## src/rtl/uart_fifo_bridge_pkg.sv

```systemverilog
// Shared definitions for the UART FIFO bridge: the default character width
// and the TX handshake state encoding.
package uart_fifo_bridge_pkg;

  localparam int DEFAULT_WIDTH = 8;

  typedef enum logic [1:0] {
    TX_IDLE,
    TX_STROBE,
    TX_WAIT_BUSY,
    TX_WAIT_IDLE
  } tx_state_t;

endpackage

```

## src/rtl/uart_fifo_bridge_sync_fifo.sv

```systemverilog
// Show-ahead synchronous FIFO with an explicit occupancy counter.
// A push into a full FIFO is still taken when a pop happens in the same cycle.
module sync_fifo #(
  parameter int Width = 8,
  parameter int Depth = 16
) (
  input  logic                         CLK,
  input  logic                         RST,
  input  logic                         push,
  input  logic                         pop,
  input  logic [Width-1:0]             din,
  output logic [Width-1:0]             dout,
  output logic                         full,
  output logic                         empty,
  output logic [$clog2(Depth+1)-1:0]   level
);

  localparam int PtrW = $clog2(Depth);
  localparam int LvlW = $clog2(Depth + 1);

  logic [Width-1:0] mem [Depth];
  logic [PtrW-1:0]  wr_ptr;
  logic [PtrW-1:0]  rd_ptr;
  logic             do_push;
  logic             do_pop;

  assign do_pop  = pop && !empty;
  assign do_push = push && (!full || do_pop);
  assign full    = (level == LvlW'(Depth));
  assign empty   = (level == '0);
  assign dout    = mem[rd_ptr];

  // Depth is a power of two, so the pointers wrap on their own.
  always_ff @(posedge CLK) begin
    if (RST) begin
      wr_ptr <= '0;
      rd_ptr <= '0;
      level  <= '0;
    end else begin
      if (do_push) wr_ptr <= wr_ptr + 1'b1;
      if (do_pop)  rd_ptr <= rd_ptr + 1'b1;
      if (do_push && !do_pop)
        level <= level + 1'b1;
      else if (do_pop && !do_push)
        level <= level - 1'b1;
    end
  end

  always_ff @(posedge CLK) begin
    if (do_push) mem[wr_ptr] <= din;
  end

endmodule

```

## src/rtl/uart_fifo_bridge.sv

```systemverilog
// Buffered bridge between the UART strobe interface and a host valid/ready stream.
// Define UART_LOOPBACK_EN to let LOOPBACK route received bytes straight back to TX.
module uart_fifo_bridge
  import uart_fifo_bridge_pkg::*;
#(
  parameter int Width   = DEFAULT_WIDTH,
  parameter int RxDepth = 16,
  parameter int TxDepth = 16
) (
  input  logic                          CLK,
  input  logic                          RST,
  output logic [Width-1:0]              U_DIN,
  output logic                          U_OE,
  input  logic                          U_RDY,
  input  logic [Width-1:0]              U_DOUT,
  input  logic                          U_INT,
  input  logic [Width-1:0]              TX_DATA,
  input  logic                          TX_VALID,
  output logic                          TX_READY,
  output logic [Width-1:0]              RX_DATA,
  output logic                          RX_VALID,
  input  logic                          RX_READY,
  output logic                          RX_OVR,
  input  logic                          OVR_CLR,
  output logic [$clog2(RxDepth+1)-1:0]  RX_LEVEL,
  output logic [$clog2(TxDepth+1)-1:0]  TX_LEVEL,
  input  logic                          LOOPBACK
);

  tx_state_t        state;
  logic             rx_push, rx_pop, rx_full, rx_empty;
  logic             tx_push, tx_pop, tx_full, tx_empty;
  logic [Width-1:0] tx_wdata, tx_head;
  logic             loop_active;
  logic             ovr_set;

  sync_fifo #(.Width(Width), .Depth(RxDepth)) u_rx_fifo (
    .CLK   (CLK),
    .RST   (RST),
    .push  (rx_push),
    .pop   (rx_pop),
    .din   (U_DOUT),
    .dout  (RX_DATA),
    .full  (rx_full),
    .empty (rx_empty),
    .level (RX_LEVEL)
  );

  sync_fifo #(.Width(Width), .Depth(TxDepth)) u_tx_fifo (
    .CLK   (CLK),
    .RST   (RST),
    .push  (tx_push),
    .pop   (tx_pop),
    .din   (tx_wdata),
    .dout  (tx_head),
    .full  (tx_full),
    .empty (tx_empty),
    .level (TX_LEVEL)
  );

`ifdef UART_LOOPBACK_EN
  logic loop_q;

  // The mode is registered so a host write in the switching cycle still lands.
  always_ff @(posedge CLK) begin
    if (RST) loop_q <= 1'b0;
    else     loop_q <= LOOPBACK;
  end

  assign loop_active = loop_q;
`else
  logic loopback_unused;

  assign loopback_unused = LOOPBACK;
  assign loop_active     = 1'b0;
`endif

  assign RX_VALID = !rx_empty;
  assign rx_pop   = RX_READY && !rx_empty;
  assign TX_READY = !tx_full && !loop_active;
  assign tx_pop   = (state == TX_IDLE) && !tx_empty && U_RDY;

  always_comb begin
    rx_push  = 1'b0;
    tx_push  = TX_VALID && TX_READY;
    tx_wdata = TX_DATA;
    ovr_set  = 1'b0;
    if (loop_active) begin
      tx_push  = U_INT;
      tx_wdata = U_DOUT;
      ovr_set  = U_INT && tx_full && !tx_pop;
    end else begin
      rx_push  = U_INT;
      ovr_set  = U_INT && rx_full && !rx_pop;
    end
  end

  // A drop in the same cycle as a clear wins, so no overrun is ever lost.
  always_ff @(posedge CLK) begin
    if (RST)
      RX_OVR <= 1'b0;
    else if (ovr_set)
      RX_OVR <= 1'b1;
    else if (OVR_CLR)
      RX_OVR <= 1'b0;
  end

  always_ff @(posedge CLK) begin
    if (RST) begin
      state <= TX_IDLE;
      U_OE  <= 1'b0;
      U_DIN <= '0;
    end else begin
      U_OE <= 1'b0;
      case (state)
        TX_IDLE: begin
          if (tx_pop) begin
            U_DIN <= tx_head;
            U_OE  <= 1'b1;
            state <= TX_STROBE;
          end
        end
        TX_STROBE:    state <= TX_WAIT_BUSY;
        TX_WAIT_BUSY: if (!U_RDY) state <= TX_WAIT_IDLE;
        TX_WAIT_IDLE: if (U_RDY)  state <= TX_IDLE;
        default:      state <= TX_IDLE;
      endcase
    end
  end

endmodule

```

## config.mk

```make
export PLATFORM = sky130hd
export DESIGN_NAME = uart_fifo_bridge
export DESIGN_NICKNAME = d
export VERILOG_FILES = /design/src/rtl/uart_fifo_bridge_pkg.sv /design/src/rtl/uart_fifo_bridge_sync_fifo.sv /design/src/rtl/uart_fifo_bridge.sv
export SDC_FILE = /design/constraint.sdc
export NUM_CORES = 1
export LEC_CHECK = 0
export CAP_MARGIN = 20
export CELL_PAD_IN_SITES_DETAIL_PLACEMENT = 1
export CELL_PAD_IN_SITES_GLOBAL_PLACEMENT = 2
export CORE_MARGIN = 1
export CORE_UTILIZATION = 30
export DETAILED_ROUTE_END_ITERATION = 7
export GPL_TIMING_DRIVEN = 0
export PLACE_DENSITY = 0.58
export REMOVE_ABC_BUFFERS = 1
export SYNTH_ARGS = -nofsm -noshare
export SYNTH_HDL_FRONTEND = slang
export SYNTH_SLANG_ARGS = --single-unit
```

## constraint.sdc

```tcl
create_clock -name CLK -period 3.9 [get_ports CLK]
set_input_delay 0.975 -clock CLK [delete_from_list [all_inputs] [get_ports CLK]]
set_output_delay 0.975 -clock CLK [all_outputs]
set_load 0.02 [all_outputs]
```

==> run summary, run 1 <==
# port buffers - 52
Async SR Flop Fraction - 0%
Yosys Warn Count - 0
Die Wd - 202 um
Post-route setup TNS - 0 ns
TritonCTS Buffers - 34
Critical path type - register to output port
Final period util - 96.8%
Yosys top cell area share - 64.1%
Fmax - 265 MHz
Maximum fanout along the worst path - 12
Slowest-stage cell, CP - mux4_1
Routed length per instance - 20.7 um
DR pass1 iterations - 4
Syn Inst Count - 682
Slew at the pin with the worst max-slew slack - 0.896 ns
Vias - 6135
Final hold violations - 0
Clock Skew - 0.0129 ns
Int Power - 6.77 mW
Setup violations, final - 0
Root Buffer - clkbuf_16
Reg2Reg Setup Slack - 0.74 ns
Largest net degree at the start of global routing - 51
Core ar. - 39000 um^2
Worst-path clk slew - 0.06 ns
Dominant synthesized flop cell - edfxtp_1
Top area cells in the synthesized netlist - edfxtp_1 64%, mux4_2 7.9%, dfxtp_1 7.0%, mux2i_1 3.2%, mux4_1 3.1%
Worst Setup Start Kind - register
Pwr Total - 9.22 mW
H-tree Lvls - 2
Period minus WS final - 3.77 ns
Vias/cell - 4.73
Num rows - 72
Crit-path max cell delay - 0.56 ns
Mapped Area - 12000 um^2
P_sw - 2.44 mW
GR Overflow Total - 0
Sequential power share - 42.1%
Die span in y - 202 um
CTS tree - done
Run status - finished, final reports clean
Register bit total from synthesis - 298
Gpl congestion - 0.713
Post-DP HPWL - 17700 um
Max Cap Viol - 0
Sw Share - 26.5%
Post-synth EDFFs - 256
Worst vdd rail ir drop - 0.314 mV
Multi-input combinational cell area - 3220 um^2
Clock power share - 36.6%
Top-count cell post-synth - edfxtp_1
Crit-path cells - bufbuf_16 > mux4_1 > mux4_2 > clkdlybuf4s50_1
HP Class - register to register
Full die area - 40800 um^2
Layout cells sized above 1 - 16.6%
Register area - 8540 um^2
Vias in the first global route - 6680
Leakage - 4.65 nW
Sequential-to-total area share from yosys stat - 71.1%
Combinational share of power - 21.3%
Final Max Slew Viols - 0
Starting DRT DRC Count - 227
Fill cells - 3893
Final core occ - 36.9%
Slew margin rel. - 40.0%
Crit path capture type - output port
Largest area contributor in the netlist - edfxtp_1
DRC Markers - 0
Clock sinks - 298
Gr usage total - 13.5%
CP Data Arrival Time - 2.80 ns
Area Overhead vs Synth - 20.0%
# hold bufs at CTS - 0
Routed WL - 26800 um
Syn Area/Cell - 17.6 um^2
First-pass GRT wire length - 41100 um
Pwr Density - 641 nW/um^2
Skew-Pair Late Insertion Delay - 0.52 ns
Final antenna diode count - 0
Nets - 801
Worst path required time - 2.92 ns
Initial antenna violation count - 0
I/O Pins - 54
Unrepaired setup endpoints after global routing - false
Clk buf depth - 3
Top post-synthesis cells by count - 256 x edfxtp_1, 65 x nor2_1, 42 x dfxtp_1, 42 x mux4_2, 38 x mux2i_1
DRT antenna net count - 0
Number of library cell types mapped by synthesis - 43
Initial core utilization - 30.7%
[area by class of cell]
cell class	count	share of cell area [%]
flip-flops and latches	298	59.4
well taps	518	4.51
inverters	24	0.626
multi-input cells	326	22.4
clock buffers	48	6.80
repair buffers	68	4.79
clock inverters	14	1.51
[worst max-delay path: cells and delay by family (launching register included)]
kind | cells | cell delay, ns
muxes | 2 | 1.03
buffers and inverters | 2 | 0.87
DFF | 1 | 0.38
[placed cells by master, fill, tap and decap left out, types with 4 or more instances in the layout]
cell type,count
dfxtp_1,38
nor3_1,6
clkinv_2,6
bufinv_16,6
mux4_2,42
o22ai_1,16
and3_1,6
edfxtp_1,256
a21oi_1,14
clkbuf_16,37
buf_4,5
mux2i_1,38
buf_2,4
ha_1,23
nor4_2,5
nor3_2,4
a311oi_1,14
buf_6,4
nand2_1,27
clkbuf_1,10
nand2b_1,6
xnor2_1,6
clkdlybuf4s50_1,51
nor2_1,65
xor2_1,11
mux4_1,14
inv_1,23
[power groups by stage]
| stage | Combinational [mW] | Clock (mW) | Sequential [mW] |
|---|---|---|---|
| global route | 2.15 | 3.58 | 3.92 |
| global placement | 1.76 | 0 | 4.03 |
| finish | 1.96 | 3.38 | 3.88 |
| floorplan | 1.08 | 0 | 4.01 |
| CTS | 2.01 | 3.48 | 3.89 |
| detailed placement | 1.93 | 0 | 3.97 |
[through the flow]
stage	area (um^2)	instances	hold slack [ns]	setup slack [ns]
floorplan	11800	648	0.452	0.264
global placement	13000	1218	0.465	-1.28
detailed placement	13100	1231	0.474	-0.0531
CTS	14400	1295	0.488	0.0718
global route	14400	1296	0.523	0.0305
finish	14400	1296	0.486	0.126
[registers in the layout, indices dropped and copies added, names as in the netlist, named ones only]
name and flops:
u_tx_fifo.level 5, u_tx_fifo.wr_ptr 4, u_tx_fifo.mem 128, RX_OVR 1, u_rx_fifo.wr_ptr 4, u_rx_fifo.mem 128
U_DIN 8, u_tx_fifo.rd_ptr 4, u_rx_fifo.level 5, state 2, U_OE 1, u_rx_fifo.rd_ptr 4
[what timing repair did]
item | in CTS | in global routing
gates resized for setup | 2 | 0
setup buffers | 1 | 0
setup endpoints to repair | 8 | 0
[path summary, 6_finish.rpt]
| path | from | cells after the start | end |
|---|---|---|---|
| hold reg to reg | RX_OVR$_SDFFE_PP0P_ | 2 | RX_OVR$_SDFFE_PP0P_ |
| hold / removal | RX_OVR$_SDFFE_PP0P_ | 2 | RX_OVR$_SDFFE_PP0P_ |
| setup / recovery | register | 4 | RX_DATA[7] |
| setup reg to reg | u_rx_fifo.level[0]$_SDFFE_PP0P_ | 10 | u_rx_fifo.level[4]$_SDFFE_PP0P_ |
[routing by layer]
layer / wire length, um / part of all wire, % / vias to the layer above / GRT usage (%)
met5: 0 / 0 / - / 0
met4: 487 / 1.8 / 0 / 3.84
met3: 927 / 3.5 / 38 / 2.50
met2: 13800 / 52 / 100 / 23.9
met1: 11600 / 43 / 3192 / 16.6
li1: - / - / 2805 / -
[cells by family after synthesis]
kind of cell | count (synthesis) | synth area share, %
AO/OA/AOI/OAI | 54 | 3.07
XOR/XNOR | 17 | 1.24
adder cells (fa/ha/maj) | 25 | 2.73
buffers and inverters | 58 | 2.42
flip-flops | 298 | 71.1
multiplexers | 97 | 14.4
AND/OR/NAND/NOR | 133 | 4.98
Note: power is estimated with default switching activity, not from simulation.
==> inputs of run 2 (changes only) <==
--- a/config.mk
+++ b/config.mk
@@ -12,7 +12,7 @@
 export CORE_UTILIZATION = 30
 export DETAILED_ROUTE_END_ITERATION = 7
 export GPL_TIMING_DRIVEN = 0
-export PLACE_DENSITY = 0.58
+export PLACE_DENSITY = 0.57
 export REMOVE_ABC_BUFFERS = 1
 export SYNTH_ARGS = -nofsm -noshare
 export SYNTH_HDL_FRONTEND = slang
==> run summary, run 2 (same netlist as run 1, synthesis figures left out) <==
Clock Skew - 0.0157 ns
CTS tree - done
Post-DP HPWL - 17100 um
Core ar. - 39000 um^2
Final antenna diode count - 0
Worst path required time - 2.92 ns
Vias - 6072
Setup violations, final - 0
Crit path capture type - output port
TritonCTS Buffers - 34
I/O Pins - 54
Routed length per instance - 20.1 um
Slowest-stage cell, CP - mux4_1
Max Cap Viol - 0
Unrepaired setup endpoints after global routing - false
Skew-Pair Late Insertion Delay - 0.51 ns
Final period util - 96.6%
Period minus WS final - 3.77 ns
DRT antenna net count - 0
Top cell family by delay on the critical path - multiplexers
Slew margin rel. - 31.8%
# hold bufs at CTS - 0
Crit-path cells - bufbuf_16 > mux4_1 > mux4_2 > clkdlybuf4s50_1
Layout cells sized above 1 - 15.5%
Largest registers - u_rx_fifo.mem x128, u_tx_fifo.mem x128, U_DIN x8
Final hold violations - 0
Fin worst setup slack - 0.133 ns
Post-route setup TNS - 0 ns
GR Util met3 - 2.47%
HP Class - register to register
First-pass GRT wire length - 39900 um
Die Wd - 202 um
CP bufs+invs - 2
GR Overflow Total - 0
Maximum fanout along the worst path - 12
Final Max Slew Viols - 0
Pwr Density - 618 nW/um^2
Final core occ - 36.3%
Crit-path max cell delay - 0.55 ns
# port buffers - 52
Worst vdd rail ir drop - 0.295 mV
H-tree Lvls - 2
Hold slack - 0.477 ns
Fmax - 265 MHz
Initial core utilization - 30.7%
Gr usage total - 13.0%
Area Overhead vs Synth - 18.2%
Starting DRT DRC Count - 277
Critical path type - register to output port
Commonest non-fill, non-tap cell in the layout - edfxtp_1
CP Data Arrival Time - 2.79 ns
Fill cells - 3863
Cell Area, Placed - 13100 um^2
Clk buf depth - 3
Design area - 14200 um^2
DR pass1 iterations - 4
Num rows - 72
Leakage - 4.54 nW
Most Crowded Layer GR - met2
Initial antenna violation count - 0
Largest net degree at the start of global routing - 51
Worst-path clk slew - 0.06 ns
Gpl congestion - 0.728
Run status - finished, final reports clean
Nets - 797
Slew at the pin with the worst max-slew slack - 1.02 ns
Pre-CTS setup slack - -0.0921 ns
Routed WL - 25900 um
Vias in the first global route - 6592
Full die area - 40800 um^2
Met1 Use GR - 16.2%
Vias/cell - 4.70
DRC Markers - 0
Commonest cells after routing, fill and taps aside - 256 x edfxtp_1, 65 x nor2_1, 51 x clkdlybuf4s50_1
Clock sinks - 298
Worst Setup Start Kind - register
Grt met2 use - 23.0%
Root Buffer - clkbuf_16
Die span in y - 202 um
[run 2: worst paths after layout]
check | from | endpoint | slack [ns] | cells after the start
hold / removal | RX_OVR$_SDFFE_PP0P_ | RX_OVR$_SDFFE_PP0P_ | 0.48 | 2
setup / recovery | register | RX_DATA[3] | 0.13 | 4
setup reg to reg | u_tx_fifo.level[1]$_SDFFE_PP0P_ | u_tx_fifo.level[4]$_SDFFE_PP0P_ | 0.80 | 10
hold reg to reg | RX_OVR$_SDFFE_PP0P_ | RX_OVR$_SDFFE_PP0P_ | 0.48 | 2
[run 2: area by class of cell]
type	count	area, um^2	share of cell area (%)
clock inverters	13	72.6	0.512
flip-flops and latches	298	8540	60.3
multi-input cells	326	3220	22.7
well taps	518	648	4.57
clock buffers	48	955	6.74
repair buffers	64	643	4.54
inverters	24	90.1	0.636
[run 2: routing by layer]
layer | part of all wire (%) | up-vias
met4 | 1.8 | 0
li1 | - | 2809
met5 | 0 | -
met2 | 51 | 109
met3 | 4.2 | 37
met1 | 43 | 3117
[run 2: per-stage QoR]
stage               total power [mW]  instances
detailed placement              5.87       1226
CTS                             8.91       1290
global route                    9.19       1291
global placement                5.77       1218
finish                          8.75       1291
floorplan                       5.09        648
[run 2: where the power goes]
part | total [mW] | switching (mW) | leakage, nW | internal [mW]
sequential | 3.88 | 0.221 | 2.66 | 3.65
clock | 2.94 | 1.23 | 0.493 | 1.71
combinational | 1.94 | 0.963 | 1.38 | 0.976
[run 2: worst register-to-register path: cells and delay by family, from the launching register on]
kind	cells	cell delay, ns
AOI/OAI and AO/OA	3	0.67
muxes	2	0.58
and+or+nand+nor	1	0.57
adders and majority gates	2	0.54
DFF	1	0.36
buffers and inverters	2	0.28
[run 2: repair_timing]
action / 4_1_cts / 5_1_grt
resized for setup: 2 / 0
setup buffers: 2 / 0
setup endpoints to repair: 8 / 0
==> inputs of run 3 (changes only) <==
--- a/config.mk
+++ b/config.mk
@@ -14,6 +14,7 @@
 export GPL_TIMING_DRIVEN = 0
 export PLACE_DENSITY = 0.57
 export REMOVE_ABC_BUFFERS = 1
+export SLEW_MARGIN = 20
 export SYNTH_ARGS = -nofsm -noshare
 export SYNTH_HDL_FRONTEND = slang
 export SYNTH_SLANG_ARGS = --single-unit
==> run summary, run 3 (same netlist as run 1, synthesis figures left out) <==
Run status - finished, final reports clean
Commonest non-fill, non-tap cell in the layout - edfxtp_1
Gr usage total - 12.8%
Commonest cells after routing, fill and taps aside - 256 x edfxtp_1, 65 x nor2_1, 51 x clkdlybuf4s50_1
Vias/cell - 4.71
Worst-path clk slew - 0.06 ns
TritonCTS Buffers - 31
First-pass GRT wire length - 39600 um
Initial core utilization - 30.7%
Fin worst setup slack - 0.161 ns
Initial antenna violation count - 0
Worst Setup Start Kind - register
# hold bufs at CTS - 0
Design area - 14300 um^2
Core ar. - 39000 um^2
CTS tree - done
Nets - 797
Clock sinks - 298
Final hold violations - 0
DR pass1 iterations - 4
DRT antenna net count - 0
Final period util - 95.9%
Final antenna diode count - 0
Post-DP HPWL - 17400 um
Vias - 6070
Max Cap Viol - 0
Clk buf depth - 3
Cell Area, Placed - 13200 um^2
Gpl congestion - 0.728
Pwr Density - 617 nW/um^2
Setup violations, final - 0
Area Overhead vs Synth - 19.0%
Maximum fanout along the worst path - 8
Skew-Pair Late Insertion Delay - 0.56 ns
Fill cells - 3889
DRC Markers - 0
Fmax - 267 MHz
Post-Layout Cell Count - 1290
Final Max Slew Viols - 0
Layout cells sized above 1 - 16.7%
Vias in the first global route - 6516
Num rows - 72
CP Data Arrival Time - 2.76 ns
H-tree Lvls - 1
Root Buffer - clkbuf_16
Period minus WS final - 3.74 ns
Pre-CTS setup slack - -0.181 ns
Die span in y - 202 um
# port buffers - 52
Largest net degree at the start of global routing - 36
Slew margin rel. - 32.0%
Die Wd - 202 um
Routed length per instance - 19.9 um
Critical path type - register to output port
Crit path capture type - output port
Worst path required time - 2.92 ns
Worst vdd rail ir drop - 0.372 mV
HP Class - register to register
Routed WL - 25700 um
Hold slack - 0.490 ns
Starting DRT DRC Count - 364
Full die area - 40800 um^2
DP Cell Count - 1230
GR Overflow Total - 0
Leakage - 4.59 nW
Post-route setup TNS - 0 ns
Slew at the pin with the worst max-slew slack - 1.02 ns
Largest registers - u_rx_fifo.mem x128, u_tx_fifo.mem x128, U_DIN x8
Clock Skew - 0.00797 ns
I/O Pins - 54
Unrepaired setup endpoints after global routing - false
-- run 3: worst paths after layout --
kind / startpoint / to / slack (ns) / cells after the start
worst min-delay path: RX_OVR$_SDFFE_PP0P_ / RX_OVR$_SDFFE_PP0P_ / 0.49 / 2
worst max-delay path: register / RX_DATA[6] / 0.16 / 4
worst min register to register: RX_OVR$_SDFFE_PP0P_ / RX_OVR$_SDFFE_PP0P_ / 0.49 / 2
worst max register to register: u_tx_fifo.level[1]$_SDFFE_PP0P_ / u_tx_fifo.level[4]$_SDFFE_PP0P_ / 0.68 / 10
-- run 3: repair_timing --
action,in CTS,in global routing
buffers inserted,3,0
endpoints found under the setup margin,8,3
gates resized for setup,0,1
-- run 3: final cells by class --
class,instances,area (um^2),share of cell area (%)
clock inverter,9,123,0.859
tap,518,648,4.54
inverter,24,90.1,0.631
clock buffer,48,910,6.37
multi-input combinational,326,3250,22.7
sequential,298,8540,59.9
timing repair buffer,67,713,5.00
-- run 3: worst max-delay path: stages, from the launching register on --
cell	delay, ns
dfxtp_4	0.39
buf_12	0.15
mux4_1	0.62
mux4_2	0.49
clkdlybuf4s50_1	0.56
-- run 3: layer usage --
| layer | up-vias | global-route usage (%) | part of all wire (%) |
|---|---|---|---|
| met2 | 95 | 22.4 | 51 |
| met3 | 44 | 1.97 | 3.0 |
| li1 | 2804 | - | - |
| met4 | 0 | 3.06 | 2.3 |
| met5 | - | 0 | 0 |
| met1 | 3127 | 16.6 | 44 |
-- run 3: per-stage QoR --
stage | total power [mW] | utilization [%]
final | 8.80 | 36.6
after global routing | 9.21 | 36.6
after CTS | 8.95 | 36.6
after detailed placement | 5.86 | 33.8
after global placement | 5.77 | 33.2
after floorplan | 5.09 | -
-- run 3: where the power goes --
group / total (mW) / internal [mW] / leakage [nW] / switching, mW
Sequential: 3.83 / 3.65 / 2.66 / 0.176
Combinational: 2.00 / 0.977 / 1.42 / 1.02
Clock: 2.97 / 1.79 / 0.506 / 1.18
